### src/rtl/ext_domain_pwr_seq.sv
// ext_domain_pwr_seq: per-domain external power switch / isolation / reset sequencer.
// Define EXT_PWR_SEQ_TIMEOUT_EN to add the sticky switch-ack timeout.
module ext_domain_pwr_seq #(
    parameter int N_DOMAINS     = 4,
    parameter int SETTLE_CYCLES = 8,
    parameter int ACK_TIMEOUT   = 255
) (
    input  logic                 clk_i,
    input  logic                 rst_i,
    input  logic [N_DOMAINS-1:0] pwr_on_req_i,
    input  logic [N_DOMAINS-1:0] pwr_off_req_i,
    input  logic [N_DOMAINS-1:0] switch_ack_i,
    input  logic [N_DOMAINS-1:0] clr_timeout_i,
    output logic [N_DOMAINS-1:0] switch_en_o,
    output logic [N_DOMAINS-1:0] iso_o,
    output logic [N_DOMAINS-1:0] rst_no,
    output logic [N_DOMAINS-1:0] on_o,
    output logic [N_DOMAINS-1:0] busy_o,
    output logic [N_DOMAINS-1:0] timeout_o
);
    localparam int MAXC = (SETTLE_CYCLES > ACK_TIMEOUT) ? SETTLE_CYCLES : ACK_TIMEOUT;
    localparam int CW = $clog2(MAXC + 1);
    localparam logic [CW-1:0] SETTLE_LAST = CW'(SETTLE_CYCLES - 1);
    localparam logic [CW-1:0] CNT_MAX = CW'(MAXC);
`ifdef EXT_PWR_SEQ_TIMEOUT_EN
    localparam logic [CW-1:0] TO_LAST = CW'(ACK_TIMEOUT - 1);
`endif

    typedef enum logic [2:0] {OFF, PWR_UP, SETTLE, ISO_OFF, ON, RST_ON, ISO_ON, PWR_DN} state_t;

    for (genvar g = 0; g < N_DOMAINS; g++) begin : g_dom
        state_t        r_state;
        state_t        w_next;
        logic [CW-1:0] r_cnt;
        logic          w_cnt_en;
`ifdef EXT_PWR_SEQ_TIMEOUT_EN
        logic          w_timeout;
        logic          r_to;
        assign w_cnt_en = (r_state == SETTLE) || (r_state == PWR_UP) || (r_state == PWR_DN);
`else
        assign w_cnt_en = (r_state == SETTLE);
`endif

        // Counter restarts on every state change and saturates instead of wrapping.
        always_ff @(posedge clk_i or posedge rst_i) begin
            if (rst_i) begin
                r_state <= OFF;
                r_cnt   <= '0;
            end else begin
                r_state <= w_next;
                r_cnt   <= (w_next != r_state) ? '0 :
                           (w_cnt_en && r_cnt != CNT_MAX) ? r_cnt + 1'b1 : r_cnt;
            end
        end

        always_comb begin
            w_next = r_state;
`ifdef EXT_PWR_SEQ_TIMEOUT_EN
            w_timeout = 1'b0;
`endif
            case (r_state)
                OFF:     if (pwr_on_req_i[g]) w_next = PWR_UP;
                PWR_UP: begin
                    if (switch_ack_i[g]) w_next = SETTLE;
`ifdef EXT_PWR_SEQ_TIMEOUT_EN
                    else if (r_cnt == TO_LAST) begin
                        w_next    = OFF;
                        w_timeout = 1'b1;
                    end
`endif
                end
                SETTLE:  if (r_cnt == SETTLE_LAST) w_next = ISO_OFF;
                ISO_OFF: w_next = ON;
                ON:      if (pwr_off_req_i[g]) w_next = RST_ON;
                RST_ON:  w_next = ISO_ON;
                ISO_ON:  w_next = PWR_DN;
                PWR_DN: begin
                    if (!switch_ack_i[g]) w_next = OFF;
`ifdef EXT_PWR_SEQ_TIMEOUT_EN
                    else if (r_cnt == TO_LAST) begin
                        w_next    = OFF;
                        w_timeout = 1'b1;
                    end
`endif
                end
                default: w_next = OFF;
            endcase
        end

`ifdef EXT_PWR_SEQ_TIMEOUT_EN
        // A fresh timeout outranks a simultaneous clear.
        always_ff @(posedge clk_i or posedge rst_i) begin
            if (rst_i) r_to <= 1'b0;
            else       r_to <= w_timeout | (r_to & ~clr_timeout_i[g]);
        end
        assign timeout_o[g] = r_to;
`endif

        assign switch_en_o[g] = (r_state != OFF) && (r_state != PWR_DN);
        assign iso_o[g]       = r_state inside {OFF, PWR_UP, SETTLE, ISO_ON, PWR_DN};
        assign rst_no[g]      = (r_state == ON);
        assign on_o[g]        = (r_state == ON);
        assign busy_o[g]      = (r_state != OFF) && (r_state != ON);
    end

`ifndef EXT_PWR_SEQ_TIMEOUT_EN
    logic w_unused_clr;
    assign w_unused_clr = ^clr_timeout_i;
    assign timeout_o    = '0;
`endif
endmodule

### config.mk
export PLATFORM = sky130hd
export DESIGN_NAME = ext_domain_pwr_seq
export DESIGN_NICKNAME = d
export VERILOG_FILES = /design/src/rtl/ext_domain_pwr_seq.sv
export SDC_FILE = /design/constraint.sdc
export NUM_CORES = 1
export LEC_CHECK = 0
export BUFFER_PORTS_ARGS = -buffer_cell sky130_fd_sc_hd__buf_2
export CORE_MARGIN = 2
export CORE_UTILIZATION = 35
export CTS_BUF_LIST = sky130_fd_sc_hd__clkbuf_4 sky130_fd_sc_hd__clkbuf_8
export CTS_CLUSTER_DIAMETER = 120
export DETAILED_ROUTE_END_ITERATION = 10
export SYNTH_ARGS = -nofsm -noshare
export SYNTH_HDL_FRONTEND = slang
export SYNTH_SLANG_ARGS = --single-unit
### constraint.sdc
create_clock -name clk_i -period 2.1 [get_ports clk_i]
set_input_delay 0.42 -clock clk_i [delete_from_list [all_inputs] [get_ports clk_i]]
set_output_delay 0.42 -clock clk_i [all_outputs]
set_load 0.1 [all_outputs]
==> flow_summary.json, run 1 <==
{
  "status": "finished, final reports clean",
  "drive_gt1_frac": 0.2706,
  "fmax_mhz": 485.6,
  "final.period_utilization": 0.9806,
  "fin_area_um2": 3351,
  "antenna_found_initial": 0,
  "min_path_type": "in -> async",
  "synth_cell_types": 56,
  "yosys_most_used_dff": "dfrtp_1",
  "cp.required_ps": 1680,
  "power_mw": 5.393,
  "dpl_worst_slack_ps": 232.0,
  "cts.path.max_buffers": 2,
  "critPathKind": "reg -> out",
  "antenna_cells": 0,
  "powerDensity_nw_per_um2": 1610,
  "track_usage": 0.1311,
  "cts.clk_slew.worst_paths_ps": 90,
  "slew_violations": 0,
  "synth.cell_area_um2": 2917,
  "ys_async_sr_fraction": 1.000,
  "vias": 2344,
  "worstPathArrival_ps": 1640,
  "fillers": 793,
  "synth_edf_count": 0,
  "cp-end-kind": "output pin",
  "ir_drop_uv": 713.2,
  "grt_pass1_wl_mm": 9.632,
  "design.die.area_um2": 9079,
  "hpwl_mm": 3.923,
  "yosysSeqAreaShare": 0.3775,
  "overflow": 0,
  "cts.sinks": 44,
  "core_area_um2": 8134,
  "finalSetupViolations": 0,
  "cts-root-buf": "clkbuf_8",
  "ant_nets": 0,
  "startpoint_type": "register",
  "fin_skew_ps": 8.054,
  "drt_iter0_markers": 46,
  "wl_per_cell_um": 12.71,
  "wl_mm": 5.658,
  "nets": 361,
  "rsz0062_at_grt": "true",
  "gp_congestion": 0.8299,
  "synth_cells": 311,
  "slew_headroom": 0.6249,
  "path_max_fanout": 8,
  "io_pins": 42,
  "setup_ws_ps": 40.67,
  "port_buffers": 33,
  "worst_pin_slew_ps": 560.6,
  "leakagePower_nw": 1.349,
  "die_h_um": 95.29,
  "cts_max_level": 2,
  "postPlaceCellArea_um2": 3191,
  "cts_buffers": 5,
  "cts_tree": "built",
  "ys_warn_count": 0,
  "grt_pass1_vias": 2156,
  "syn_avg_cell_area_um2": 9.378,
  "num_rows": 33,
  "clock_latency_ps": 290,
  "hold_viol_final": 0,
  "yosys_register_bits": 44,
  "drc": 0,
  "fp.dieW_um": 95.29,
  "finalCriticalPeriod_ps": 2059,
  "viasPerCell": 5.267,
  "grt_max_degree": 45,
  "whs_ps": 262.7,
  "firstDrtPassIters": 4,
  "start_util": 0.3586,
  "maxCapViolations": 0,
  "area_growth_pct": 14.89
}
-- synthesized netlist by cell type (2+ instances only) --
cell / count / area (um2)
and3_1: 3 / 18.77
xnor2_1: 5 / 43.79
nor2_1: 28 / 105.1
buf_2: 4 / 20.02
nor2b_1: 5 / 31.28
o21ai_0: 12 / 60.06
nand4_1: 8 / 50.05
inv_1: 16 / 60.06
a31oi_1: 4 / 25.02
o211a_1: 2 / 20.02
and4bb_2: 2 / 25.02
nor3_1: 16 / 80.08
or3_1: 8 / 50.05
o211ai_1: 3 / 22.52
a2111oi_4: 3 / 82.58
or3b_4: 2 / 22.52
or2_2: 2 / 12.51
buf_6: 2 / 22.52
o2111ai_1: 6 / 52.55
o31ai_1: 3 / 22.52
and2_1: 3 / 18.77
ha_1: 4 / 50.05
mux2i_1: 4 / 40.04
nor3b_4: 2 / 37.54
xor2_1: 11 / 96.34
nor4_1: 10 / 62.56
a211oi_1: 4 / 30.03
nor3b_1: 3 / 22.52
mux2_2: 5 / 56.30
o221a_2: 2 / 22.52
o32a_1: 2 / 20.02
nand3_1: 12 / 60.06
nand2_1: 16 / 60.06
buf_4: 9 / 67.56
clkbuf_1: 6 / 22.52
o21a_1: 8 / 60.06
a21oi_1: 13 / 65.06
dfrtp_1: 44 / 1101
nand2b_1: 2 / 12.51
-- worst max-delay path, cell delays in order, from the launching register on --
cell and delay [ps]:
dfrtp_1 530, buf_4 200, nor3b_4 170, buf_2 440
-- final timing paths --
path	endpoint	cells past startpoint	slack (ps)	startpoint
worst min-delay path	g_dom[0].r_cnt[4]	3	260	rst_i
worst max-delay path	rst_no[2]	3	40	g_dom[2].r_state[2]
worst max register to register	g_dom[1].r_cnt[7]	4	270	g_dom[1].r_state[2]
min in group clk_i	g_dom[1].r_state[0]	2	390	pwr_on_req_i[1]
max in group asynchronous	g_dom[2].r_state[1]	3	1430	rst_i
worst min register to register	g_dom[0].r_cnt[1]	2	560	g_dom[0].r_cnt[1]
-- logic make-up after synthesis --
kind of cell               count (synthesis)  share of synthesized area
AOI/OAI and AO/OA                         70                     0.2012
and+or+nand+nor                          129                     0.2535
other                                      1                   0.001286
xor gates and xnor gates                  16                    0.04805
muxes                                      9                    0.03303
adders and majority gates                  4                    0.01716
buffers and inverters                     38                    0.06821
DFF                                       44                     0.3775
-- power breakdown --
group	internal (mW)	switching [mW]	total (mW)	leakage, nW
sequential	1.01	0.382	1.39	0.576
combinational	0.916	2.43	3.34	0.714
clock	0.366	0.294	0.660	0.0586
-- repair_timing --
action / 4_1_cts / 5_1_grt
hold buffers: 0 / 0
endpoints found under the setup margin: 8 / 13
setup buffers: 0 / 2
resized for setup: 7 / 12
-- layout by cell type (no fill, tap or decap), types with 3 or more instances in the layout --
cell type  count
a2111oi_4      3
a211oi_1       4
a21oi_1       13
a31oi_1        4
and2_1         3
and3_1         3
buf_2         22
buf_4         11
clkbuf_4       7
clkbuf_8       5
conb_1         4
dfrtp_1       38
dfrtp_2        6
ha_1           4
inv_1         11
inv_2          3
mux2_2         4
mux2i_1        4
nand2_1       16
nand3_1       12
nand4_1        8
nor2_1        22
nor2_4         5
nor2b_1        5
nor3_1        16
nor3b_4        3
nor4_1        10
o2111ai_1      6
o211ai_1       3
o21a_1         8
o21ai_0       12
o31ai_1        3
or3_1          8
xnor2_1        5
xor2_1        11
-- cell type report --
type | count | area [um2] | area share
multi-input cells | 232 | 1688 | 0.5037
well taps | 105 | 131.4 | 0.03921
repair buffers | 39 | 237.7 | 0.07095
clock inverters | 2 | 35.03 | 0.01046
clock buffers | 6 | 76.32 | 0.02278
flip-flops and latches | 44 | 1109 | 0.3308
inverters | 17 | 73.82 | 0.02203
-- routing by layer --
layer | share of wire | track usage | wire (um) | vias up
li1 | - | - | - | 1201
met1 | 0.50 | 0.1748 | 2826 | 1114
met2 | 0.46 | 0.2113 | 2628 | 23
met3 | 0.023 | 0.02530 | 128 | 6
met4 | 0.013 | 0.04831 | 75 | 0
met5 | 0 | 0 | 0 | -
-- registers in the layout, summed over array words and instances (netlist names) --
signal and flops:
g_dom.r_cnt 32, g_dom.r_state 12
-- through the flow --
step	TNS (ps)	std cells	util
5_1_grt	-64.51	445	0.4119
4_1_cts	0	443	0.4076
2_1_floorplan	-901.1	314	-
3_5_place_dp	0	435	0.3922
3_3_place_gp	0	435	0.3922
6_report	0	445	0.4119
(Power assumes the default switching activity.)
==> inputs of run 2 (changes only) <==
Settings changed: REMOVE_ABC_BUFFERS from default to 1, SETUP_SLACK_MARGIN from default to 0.5.
==> flow_summary.json, run 2 (same netlist as run 1, synthesis figures left out) <==
{
  "status": "finished, final reports clean",
  "r2r-start": "g_dom[2].r_cnt[3]",
  "viasPerCell": 5.383,
  "switchingPower_mw": 3.704,
  "rsz0062_at_grt": "true",
  "antenna_found_initial": 0,
  "path_max_fanout": 5,
  "finalCriticalPeriod_ps": 1834,
  "clock_latency_ps": 300,
  "fin_area_um2": 4478,
  "layout.area.seq_um2": 1117,
  "fin_cells": 501,
  "final.period_utilization": 0.8735,
  "power_frac_seq": 0.172,
  "slew_headroom": 0.6061,
  "power_mw": 7.327,
  "fin_skew_ps": 7.734,
  "ant_nets": 0,
  "cts_buffers": 5,
  "multi_input_area_um2": 2071,
  "hpwl_mm": 3.790,
  "dpl.cell_count": 436,
  "cts.sinks": 44,
  "reg_top3": "g_dom.r_cnt: 32 flops, g_dom.r_state: 12 flops",
  "dpl_worst_slack_ps": 236.9,
  "antenna_cells": 0,
  "setup_ws_ps": 265.6,
  "port_buffers": 33,
  "leakagePower_nw": 1.773,
  "design.die.area_um2": 9079,
  "cts-root-buf": "clkbuf_8",
  "vias": 2697,
  "drc": 0,
  "area_growth_pct": 53.54,
  "drive_gt1_frac": 0.5177,
  "r2r-end": "g_dom[2].r_cnt[7]",
  "switching_share": 0.5056,
  "cts_max_level": 2,
  "slew_violations": 0,
  "gp_congestion": 0.8148,
  "p_comb_frac": 0.723,
  "cts.path.max_buffers": 2,
  "powerDensity_nw_per_um2": 1636,
  "worstPathArrival_ps": 1410,
  "startpoint_type": "register",
  "cp-end-kind": "output pin",
  "ir_drop_uv": 1361,
  "postPlaceCellArea_um2": 3189,
  "worst_pin_slew_ps": 590.8,
  "overflow": 0,
  "fp.dieW_um": 95.29,
  "wl_per_cell_um": 14.81,
  "fmax_mhz": 545.1,
  "top_register": "g_dom.r_cnt",
  "critPathKind": "reg -> out",
  "ctsHoldBuffers": 0,
  "clkPwrFrac": 0.105,
  "firstDrtPassIters": 4,
  "drt_iter0_markers": 93,
  "nets": 418,
  "track_usage": 0.1555,
  "whs_ps": 266.3,
  "maxCapViolations": 0,
  "grt_max_degree": 45,
  "grt_pass1_wl_mm": 11.26,
  "num_rows": 33,
  "io_pins": 42,
  "reg2regPathDepth": 4,
  "die_h_um": 95.29,
  "p_int_mw": 3.623,
  "finalSetupViolations": 0,
  "final_cell_mix": "45 x buf_4, 31 x dfrtp_1, 18 x buf_6, 17 x nor2_1",
  "fillers": 682,
  "grt_pass1_vias": 2464,
  "core_area_um2": 8134,
  "cts_tree": "built",
  "min_path_type": "in -> async",
  "tns_ps": 0,
  "start_util": 0.3586,
  "largest_reg_flops": 32,
  "reg2reg_setup_slack_ps": 300,
  "cp.required_ps": 1680,
  "cts.clk_slew.worst_paths_ps": 90,
  "wl_mm": 7.419,
  "hold_viol_final": 0,
  "finish.utilization": 0.5505,
  "final_common_cell": "buf_4"
}
==> run 2: worst max-delay path, cell delays in order, from the launching register on <==
cell     delay (ps)
dfrtp_2         470
or2_4           280
nor2_4          170
buf_12          200
==> run 2: worst max path at each step <==
| stage | from | end |
|---|---|---|
| after CTS | g_dom[2].r_state[0] | switch_en_o[2] |
| after floorplan | g_dom[2].r_state[2] | on_o[2] |
| after global routing | g_dom[1].r_state[0] | rst_no[1] |
| final | g_dom[1].r_state[0] | rst_no[1] |
| after detailed placement | switch_ack_i[1] | g_dom[1].r_cnt[7] |
| after global placement | g_dom[2].r_state[2] | g_dom[2].r_cnt[7] |
==> run 2: final cells by class <==
class | count | area share
multi-input cells | 232 | 0.4624
inverters | 17 | 0.01593
flip-flops and latches | 44 | 0.2495
clock buffers | 5 | 0.01537
well taps | 105 | 0.02934
clock inverters | 2 | 0.01341
repair buffers | 96 | 0.2140
==> run 2: layer usage <==
layer,GRT usage,vias to the layer above,share of wire
met5,0,-,0
met4,0.04348,0,0.0094
met3,0.02767,8,0.034
met2,0.2805,52,0.54
met1,0.1888,1334,0.41
li1,-,1303,-
==> run 2: timing repair <==
item                                    4_1_cts  5_1_grt
endpoints found under the setup margin       53       53
pin swaps                                    28       47
buffers inserted                             42       16
resized for setup                           110       69
==> run 2: power by group through the flow <==
stage | Clock, mW | Sequential [mW] | Combinational (mW)
3_3_place_gp | 0 | 1.35 | 3.24
6_report | 0.772 | 1.26 | 5.29
5_1_grt | 0.837 | 1.29 | 5.55
2_1_floorplan | 0 | 1.29 | 2.64
3_5_place_dp | 0 | 1.36 | 3.26
4_1_cts | 0.797 | 1.23 | 4.70
==> inputs of run 3 (changes only) <==
Settings changed: REMOVE_ABC_BUFFERS 1 to default.
==> flow_summary.json, run 3 (same netlist as run 1, synthesis figures left out) <==
{
  "path_max_fanout": 4,
  "vias": 2719,
  "worst_pin_slew_ps": 580.1,
  "dpl_worst_slack_ps": 210.5,
  "cts_buffers": 5,
  "clock_latency_ps": 300,
  "fmax_mhz": 517.5,
  "track_usage": 0.1609,
  "fin_cells": 508,
  "cp-end-kind": "output pin",
  "die_h_um": 95.29,
  "min_path_type": "in -> async",
  "io_pins": 42,
  "hpwl_mm": 3.960,
  "finalSetupViolations": 0,
  "grt_pass1_vias": 2622,
  "powerDensity_nw_per_um2": 1667,
  "wl_per_cell_um": 14.89,
  "drive_gt1_frac": 0.5285,
  "nets": 424,
  "hold_viol_final": 0,
  "final.period_utilization": 0.9202,
  "cp.required_ps": 1680,
  "startpoint_type": "register",
  "grt_max_degree": 45,
  "top_register": "g_dom.r_cnt",
  "ant_nets": 0,
  "fin_skew_ps": 2.901,
  "maxCapViolations": 0,
  "grt_pass1_wl_mm": 11.74,
  "reg_top3": "g_dom.r_cnt: 32 flops, g_dom.r_state: 12 flops",
  "cts_tree": "built",
  "reg2reg_setup_slack_ps": 300,
  "dpl.cell_count": 437,
  "cts.path.max_buffers": 2,
  "cts-root-buf": "clkbuf_8",
  "viasPerCell": 5.352,
  "core_area_um2": 8134,
  "num_rows": 33,
  "start_util": 0.3586,
  "slew_headroom": 0.6128,
  "largest_reg_flops": 32,
  "power_mw": 7.498,
  "rsz0062_at_grt": "true",
  "slew_violations": 0,
  "port_buffers": 33,
  "area_growth_pct": 54.18,
  "r2r-start": "g_dom[2].r_state[1]",
  "antenna_found_initial": 0,
  "cts_max_level": 2,
  "final_common_cell": "buf_4",
  "status": "finished, final reports clean",
  "critPathKind": "reg -> out",
  "drc": 0,
  "finalCriticalPeriod_ps": 1932,
  "design.die.area_um2": 9079,
  "cts.sinks": 44,
  "antenna_cells": 0,
  "ir_drop_uv": 755.2,
  "setup_ws_ps": 167.6,
  "drt_iter0_markers": 97,
  "fillers": 657,
  "firstDrtPassIters": 5,
  "gp_congestion": 0.7959,
  "leakagePower_nw": 1.831,
  "r2r-end": "g_dom[2].r_cnt[3]",
  "cts.clk_slew.worst_paths_ps": 80,
  "worstPathArrival_ps": 1510,
  "fp.dieW_um": 95.29,
  "reg2regPathDepth": 6,
  "wl_mm": 7.565,
  "overflow": 0,
  "final_cell_mix": "49 x buf_4, 32 x dfrtp_1, 20 x buf_12, 17 x nor2_1"
}
## run 3: where the power goes
part           leakage [nW]  internal (mW)  switching, mW
sequential            0.571           1.02          0.243
combinational          1.21           2.38           3.30
clock                0.0510          0.263          0.295
total                  1.83           3.66           3.83
## run 3: worst max path at each step
stage,start,end,slack [ps],depth (start not counted)
finish,g_dom[2].r_state[1],switch_en_o[2],170,4
CTS,g_dom[0].r_state[1],switch_en_o[0],210,4
global placement,g_dom[2].r_state[0],iso_o[2],240,3
detailed placement,g_dom[2].r_state[1],g_dom[2].r_cnt[3],210,4
global route,g_dom[2].r_state[1],switch_en_o[2],130,4
floorplan,g_dom[0].r_state[1],rst_no[0],-390,5
## run 3: timing repair
| action | in CTS | in global routing |
|---|---|---|
| resized for setup | 138 | 33 |
| setup endpoints to repair | 53 | 54 |
| buffers inserted | 45 | 17 |
| hold buffers | 0 | 0 |
| pin swaps | 53 | 19 |
| cloned | 1 | 0 |
## run 3: critical path: stages (launching register included)
cell and delay (ps):
dfrtp_2 470, nor2_4 170, clkinvlp_4 120, mux2_4 290, buf_12 170
## run 3: final cells by class
type | instances | area [um2] | area share
sequential | 44 | 1116 | 0.2482
multi-input combinational | 232 | 2047 | 0.4552
inverter | 17 | 76.32 | 0.01697
clock buffer | 6 | 82.58 | 0.01836
clock inverter | 2 | 10.01 | 0.002226
tap | 105 | 131.4 | 0.02922
timing repair buffer | 102 | 1033 | 0.2298
## run 3: routing by layer
layer | share of wire | global-route usage | up-vias
li1 | - | - | 1327
met5 | 0 | 0 | -
met2 | 0.52 | 0.2752 | 42
met3 | 0.023 | 0.02846 | 17
met1 | 0.44 | 0.2057 | 1333
met4 | 0.015 | 0.05193 | 0
## run 3: through the flow
step	setup TNS, ps	utilization	area [um2]	hold slack [ps]
global route	0	0.5528	4497	291.4
finish	0	0.5528	4497	228.3
detailed placement	0	0.4018	3268	552.0
global placement	0	0.4018	3268	524.7
floorplan	-837.7	-	3154	507.5
CTS	0	0.5176	4210	256.4
